`config.mk`:
```
export PLATFORM = sky130hd
export DESIGN_NAME = fetch_prefetch_queue
export DESIGN_NICKNAME = d
export VERILOG_FILES = /design/src/rtl/fetch_prefetch_queue.sv
export SDC_FILE = /design/constraint.sdc
export NUM_CORES = 1
export LEC_CHECK = 0
export ABC_CLOCK_PERIOD_IN_PS = 2700
export CAP_MARGIN = 20
export CORE_ASPECT_RATIO = 1.25
export CORE_MARGIN = 10
export CORE_UTILIZATION = 50
export CTS_BUF_LIST = sky130_fd_sc_hd__clkbuf_16
export DETAILED_ROUTE_END_ITERATION = 6
export HOLD_SLACK_MARGIN = 0.08
export PLACE_DENSITY = 0.72
export SETUP_SLACK_MARGIN = 0.05
export SLEW_MARGIN = 5
export SYNTH_ARGS = -nofsm -noshare
export SYNTH_HDL_FRONTEND = slang
export SYNTH_SLANG_ARGS = --single-unit
```
`constraint.sdc`:
```
create_clock -name Clk -period 2.7 [get_ports Clk]
set_input_delay 0.81 -clock Clk [delete_from_list [all_inputs] [get_ports Clk]]
set_output_delay 0.81 -clock Clk [all_outputs]
set_load 0.1 [all_outputs]
```
`src/rtl/fetch_prefetch_queue.sv`:
```
// Instruction fetch stage: issues one outstanding ROM read at a time and buffers returned
// words with their PCs in a small FIFO delivered to the core over valid/ready.
`timescale 1ns/1ps
module fetch_prefetch_queue #(
  parameter int unsigned       ADDR_W   = 32,
  parameter int unsigned       DATA_W   = 32,
  parameter int unsigned       DEPTH    = 4,
  parameter logic [ADDR_W-1:0] RESET_PC = {ADDR_W{1'b0}},
  parameter int unsigned       PC_STEP  = 4
) (
  input  logic                       Clk,
  input  logic                       Rst_n,
  output logic                       rom_req,
  output logic [ADDR_W-1:0]          rom_addr,
  input  logic                       rom_ack,
  input  logic [DATA_W-1:0]          rom_data,
  output logic [DATA_W-1:0]          instr,
  output logic [ADDR_W-1:0]          instr_pc,
  output logic                       instr_valid,
  input  logic                       instr_ready,
  input  logic                       redirect,
  input  logic [ADDR_W-1:0]          redirect_pc,
  output logic [$clog2(DEPTH+1)-1:0] q_count
);

  localparam int unsigned       CW       = $clog2(DEPTH + 1);
  localparam int unsigned       PW       = $clog2(DEPTH);
  localparam logic [ADDR_W-1:0] STEP     = ADDR_W'(PC_STEP);
  localparam logic [CW-1:0]     CNT_ZERO = {CW{1'b0}};
  localparam logic [CW-1:0]     CNT_ONE  = {{(CW-1){1'b0}}, 1'b1};
  localparam logic [CW-1:0]     DEPTH_C  = CW'(DEPTH);
  localparam logic [PW-1:0]     PTR_ZERO = {PW{1'b0}};
  localparam logic [PW-1:0]     PTR_ONE  = {{(PW-1){1'b0}}, 1'b1};

  typedef enum logic [1:0] {
    ST_IDLE = 2'd0,
    ST_REQ  = 2'd1,
    ST_DROP = 2'd2
  } state_t;

  state_t              state_r, state_s;
  logic [ADDR_W-1:0]   fetch_pc_r, fetch_pc_s;
  logic                rom_req_r, rom_req_s;
  logic [ADDR_W-1:0]   rom_addr_r, rom_addr_s;
  logic [CW-1:0]       count_r, count_s;
  logic [PW-1:0]       rd_ptr_r, rd_ptr_s;
  logic [PW-1:0]       wr_ptr_r, wr_ptr_s;
  logic [DATA_W-1:0]   mem_data_r [DEPTH];
  logic [ADDR_W-1:0]   mem_pc_r   [DEPTH];
  logic [DATA_W-1:0]   instr_r, instr_s;
  logic [ADDR_W-1:0]   instr_pc_r, instr_pc_s;
  logic                instr_valid_r, instr_valid_s;
  logic                push_s;
  logic                pop_s;
  logic                room_s;

  // A redirect cancels any pop in the same cycle.
  assign pop_s  = instr_valid_r & instr_ready & ~redirect;
  // Space left for one more outstanding request after this cycle's push and pop.
  assign room_s = ((count_r + CNT_ONE) - {{(CW-1){1'b0}}, pop_s}) < DEPTH_C;

  // Fetch FSM: next state, request/address and fetch PC.
  always_comb begin
    state_s    = state_r;
    fetch_pc_s = fetch_pc_r;
    rom_req_s  = rom_req_r;
    rom_addr_s = rom_addr_r;
    push_s     = 1'b0;
    case (state_r)
      ST_IDLE: begin
        if (redirect) begin
          fetch_pc_s = redirect_pc;
          rom_req_s  = 1'b1;
          rom_addr_s = redirect_pc;
          state_s    = ST_REQ;
        end else if (count_r < DEPTH_C) begin
          rom_req_s  = 1'b1;
          rom_addr_s = fetch_pc_r;
          state_s    = ST_REQ;
        end else begin
          state_s = ST_IDLE;
        end
      end
      ST_REQ: begin
        if (redirect) begin
          fetch_pc_s = redirect_pc;
          if (rom_ack) begin
            rom_addr_s = redirect_pc;
            state_s    = ST_REQ;
          end else begin
            state_s = ST_DROP;
          end
        end else if (rom_ack) begin
          push_s     = 1'b1;
          fetch_pc_s = fetch_pc_r + STEP;
          if (room_s) begin
            rom_addr_s = fetch_pc_r + STEP;
          end else begin
            rom_req_s = 1'b0;
            state_s   = ST_IDLE;
          end
        end else begin
          state_s = ST_REQ;
        end
      end
      ST_DROP: begin
        // The cancelled word is discarded; the next request targets the latest redirect.
        if (rom_ack) begin
          fetch_pc_s = redirect ? redirect_pc : fetch_pc_r;
          rom_addr_s = redirect ? redirect_pc : fetch_pc_r;
          state_s    = ST_REQ;
        end else if (redirect) begin
          fetch_pc_s = redirect_pc;
        end else begin
          state_s = ST_DROP;
        end
      end
      default: begin
        state_s   = ST_IDLE;
        rom_req_s = 1'b0;
      end
    endcase
  end

  // Queue pointers, occupancy and the head value presented after this edge.
  always_comb begin
    count_s       = count_r;
    rd_ptr_s      = rd_ptr_r;
    wr_ptr_s      = wr_ptr_r;
    instr_s       = instr_r;
    instr_pc_s    = instr_pc_r;
    instr_valid_s = 1'b0;
    if (redirect) begin
      count_s  = CNT_ZERO;
      rd_ptr_s = PTR_ZERO;
      wr_ptr_s = PTR_ZERO;
    end else begin
      if (push_s) begin
        wr_ptr_s = wr_ptr_r + PTR_ONE;
      end else begin
        wr_ptr_s = wr_ptr_r;
      end
      if (pop_s) begin
        rd_ptr_s = rd_ptr_r + PTR_ONE;
      end else begin
        rd_ptr_s = rd_ptr_r;
      end
      case ({push_s, pop_s})
        2'b10:   count_s = count_r + CNT_ONE;
        2'b01:   count_s = count_r - CNT_ONE;
        default: count_s = count_r;
      endcase
      instr_valid_s = (count_s != CNT_ZERO);
      // A push into an otherwise empty queue becomes the head directly.
      if (push_s && (count_s == CNT_ONE)) begin
        instr_s    = rom_data;
        instr_pc_s = rom_addr_r;
      end else if (count_s != CNT_ZERO) begin
        instr_s    = mem_data_r[rd_ptr_s];
        instr_pc_s = mem_pc_r[rd_ptr_s];
      end else begin
        instr_s    = instr_r;
        instr_pc_s = instr_pc_r;
      end
    end
  end

  // Fetch control registers.
  always_ff @(posedge Clk or negedge Rst_n) begin
    if (!Rst_n) begin
      state_r    <= ST_IDLE;
      fetch_pc_r <= RESET_PC;
      rom_req_r  <= 1'b0;
      rom_addr_r <= RESET_PC;
    end else begin
      state_r    <= state_s;
      fetch_pc_r <= fetch_pc_s;
      rom_req_r  <= rom_req_s;
      rom_addr_r <= rom_addr_s;
    end
  end

  // Queue storage and bookkeeping.
  always_ff @(posedge Clk or negedge Rst_n) begin
    if (!Rst_n) begin
      count_r  <= CNT_ZERO;
      rd_ptr_r <= PTR_ZERO;
      wr_ptr_r <= PTR_ZERO;
      for (int i = 0; i < DEPTH; i++) begin
        mem_data_r[i] <= {DATA_W{1'b0}};
        mem_pc_r[i]   <= {ADDR_W{1'b0}};
      end
    end else begin
      count_r  <= count_s;
      rd_ptr_r <= rd_ptr_s;
      wr_ptr_r <= wr_ptr_s;
      if (push_s) begin
        mem_data_r[wr_ptr_r] <= rom_data;
        mem_pc_r[wr_ptr_r]   <= rom_addr_r;
      end
    end
  end

  // Registered core-side head outputs.
  always_ff @(posedge Clk or negedge Rst_n) begin
    if (!Rst_n) begin
      instr_r       <= {DATA_W{1'b0}};
      instr_pc_r    <= {ADDR_W{1'b0}};
      instr_valid_r <= 1'b0;
    end else begin
      instr_r       <= instr_s;
      instr_pc_r    <= instr_pc_s;
      instr_valid_r <= instr_valid_s;
    end
  end

  assign rom_req     = rom_req_r;
  assign rom_addr    = rom_addr_r;
  assign instr       = instr_r;
  assign instr_pc    = instr_pc_r;
  assign instr_valid = instr_valid_r;
  assign q_count     = count_r;

endmodule

```
==> metrics.md <==
| Metric | Value |
|---|---|
| CTS clk-pin slew, worst paths | `0.06 ns` |
| Leading area contributor after synthesis | `dfrtp_1` |
| Clk_skew | `0.0178 ns` |
| # DRC | `3` |
| Layout cells sized above 1 | `0.308` |
| Async SR Flop Fraction | `1.00` |
| Fin crit share | `0.965` |
| #FFs+latches synth | `395` |
| Routed wire per std cell | `21.4 um` |
| Final WL | `60000 um` |
| CTS tree | `done` |
| Failing checks | `DRC` |
| CP Launch Type | `primary input` |
| Total GRT Usage | `0.225` |
| Nets | `2282` |
| Rows | `85` |
| EDFF count, synth | `0` |
| Synth Instances | `2029` |
| Hold Crit Class | `in2async` |
| GRT overflow | `0` |
| Static Leak | `11.3 nW` |
| Avg Synthesized Cell Area | `10.8 sq um` |
| Hold Buf Count CTS | `0` |
| Initial drt markers | `1135` |
| Setup CP Type | `in2reg` |
| Crit path max fanout | `38` |
| R2r setup slk | `0.17 ns` |
| Antenna Nets Post-Route | `0` |
| CTS Buf Count | `41` |
| Via count | `16900` |
| DP Wirelength | `41500 um` |
| Vias in the first global route | `17400` |
| Hold WS | `0.183 ns` |
| Area post-placement | `25000 sq um` |
| Seq/Total Area, Yosys | `0.450` |
| Diodes inserted | `0` |
| Cell area after layout | `26300 sq um` |
| Synth top area share | `0.450` |
| P_int | `0.0152 W` |
| Largest net degree at the start of global routing | `66` |
| I/O Buffers | `169` |
| Setup_tns | `0 ns` |
| H-tree depth | `2` |
| Pwr dens | `1050 nW/um^2` |
| Overall Power | `0.0276 W` |
| Crit path capture type | `flop` |
| Mapped Area | `21900 sq um` |
| Synth Flop Type | `dfrtp_1` |
| Pins Over Slew Limit | `0` |
| Die W | `207 um` |
| Part of the power in registers | `0.359` |
| Tmin final | `2.60 ns` |
| Sw power | `0.0124 W` |
| Final setup fails | `0` |
| Gp weighted congestion | `0.901` |
| First-pass GRT wire length | `96500 um` |
| Most common cell after layout, fill and taps aside | `dfrtp_1` |
| DIE AREA | `52700 sq um` |
| I/O pin total | `170` |
| Fmax | `0.384 GHz` |
| Rel. slew slack | `0.630` |
| RSZ-0062 raised after global routing | `no` |
| Top post-synthesis cells by area | `dfrtp_1, mux2_2, mux4_2` |
| Worst-case reg-to-reg path depth | `7` |
| Pre-antenna DRT Iters | `7` |
| Clock Tree Buf Depth | `3` |
| Clk_lat worst skew | `0.58 ns` |
| Most frequent cells in the layout | `dfrtp_1, mux2_2, nand2_1, buf_4, nand2b_1` |
| Worst R2R End | `rom_addr[19]$_DFFE_PN0P_` |
| Reg-to-reg critical path startpoint | `state_r[0]$_DFFE_PN0P_` |
| Initial Utilization | `0.507` |
| Synth cell types | `74` |
| Syn Nets | `2110` |
| Initial antenna violation count | `0` |
| Synth warn | `0` |
| Fillers | `3449` |
| Worst EP required | `3.17 ns` |
| Final hold viol count | `0` |
| Core outline area | `43300 sq um` |
| Clk root buf | `clkbuf_16` |
| Worst path arrival time | `3.08 ns` |
| Die Ht | `254 um` |
| Clock share of power | `0.203` |
| Vias/cell | `6.03` |
| Max capacitance violation total | `0` |
| Layout area overhead | `19.8%` |
| Status | `finished with violations` |
| Worst-margin pin slew | `0.550 ns` |
| VDD IR max | `0.00106 V` |
| Switching share of power | `0.448` |
| CTS sink count | `395` |
| Combinational group share of total power | `0.438` |
-- worst max-delay path by stage --
stage	startpoint	slack, ns	endpoint
2_1_floorplan	redirect	-0.20	instr[16]$_DFFE_PN0P_
3_3_place_gp	rom_ack	-0.64	instr_pc[18]$_DFFE_PN0P_
3_5_place_dp	rom_ack	-0.72	instr[18]$_DFFE_PN0P_
4_1_cts	rom_ack	0.16	instr[2]$_DFFE_PN0P_
5_1_grt	state_r[0]$_DFFE_PN0P_	0.05	rom_addr[19]$_DFFE_PN0P_
6_report	rom_ack	0.1	instr[16]$_DFFE_PN0P_
-- synthesized netlist by cell type (27+ instances only) --
cell / instances
nand2_1: 243
mux4_2: 62
nand3_1: 27
mux2_2: 259
a21oi_1: 102
dfrtp_1: 395
clkbuf_1: 95
nor2_1: 44
o21ai_1: 46
mux2i_1: 96
o31ai_1: 66
nand2b_1: 142
buf_2: 64
o21ai_0: 127
-- metrics by stage --
stage	cells	utilization	setup WS, ns
2_1_floorplan	2029	-	-0.198
3_3_place_gp	2723	0.577	-0.638
3_5_place_dp	2723	0.577	-0.716
4_1_cts	2799	0.608	0.156
5_1_grt	2799	0.608	0.0522
6_report	2799	0.608	0.0953
-- sequential cells by signal, summed over array words and instances (netlist names) --
signal,flops
instr,32
instr_pc,32
rom_addr,32
mem_pc_r,128
q_count,3
rom_req,1
state_r,2
fetch_pc_r,32
mem_data_r,128
instr_valid,1
rd_ptr_r,2
wr_ptr_r,2
-- routing by layer --
metal,up-vias,global-route usage,part of all wire
li1,7706,-,-
met3,111,0.0379,0.056
met5,-,0,0
met2,515,0.391,0.50
met1,8555,0.279,0.42
met4,0,0.0754,0.026
-- cell type report --
class,instances,area [sq um],area share
Multi-Input combinational cell,1444,11300,0.430
Clock buffer,43,1080,0.0409
Clock inverter,33,239,0.00909
Tap cell,565,707,0.0269
Timing Repair Buffer,303,3010,0.114
Sequential cell,395,9900,0.376
Inverter,16,75.1,0.00285
-- cells by family (layout without fill, tap and decap cells) --
kind of cell | count (synthesis) | after routing | synth area share
AND/OR/NAND/NOR | 552 | 552 | 0.126
multiplexers | 437 | 437 | 0.254
AO/OA/AOI/OAI | 431 | 431 | 0.118
flip-flops | 395 | 395 | 0.450
buffers and inverters | 190 | 395 | 0.0396
adder cells (fa/ha/maj) | 12 | 12 | 0.00684
XOR/XNOR | 12 | 12 | 0.00479
-- power by group through the flow --
stage	logic (W)	registers (W)	clock network [W]
CTS	0.0122	0.00991	0.00570
global route	0.0128	0.0102	0.00596
finish	0.0121	0.00991	0.00560
floorplan	0.00500	0.0136	0
detailed placement	0.0121	0.0100	0
global placement	0.0119	0.00986	0
-- repair_timing --
action                                  CTS  global route
resized for setup                         3             2
hold endpoints to repair                  0             0
buffers inserted                          0             0
pin swaps                                 1             0
endpoints found under the setup margin   65             8
-- critical path, cell delays in order --
cell and delay [ns]:
dlygate4sd2_1 0.33, ha_4 0.19, nand2_4 0.08, ha_4 0.27
nor4bb_1 0.32, a221oi_1 0.11, buf_4 0.16, buf_4 0.12
nand2_2 0.11, buf_12 0.22, nor3_1 0.09, o31ai_1 0.20
Note: power is estimated with default switching activity, not from simulation.
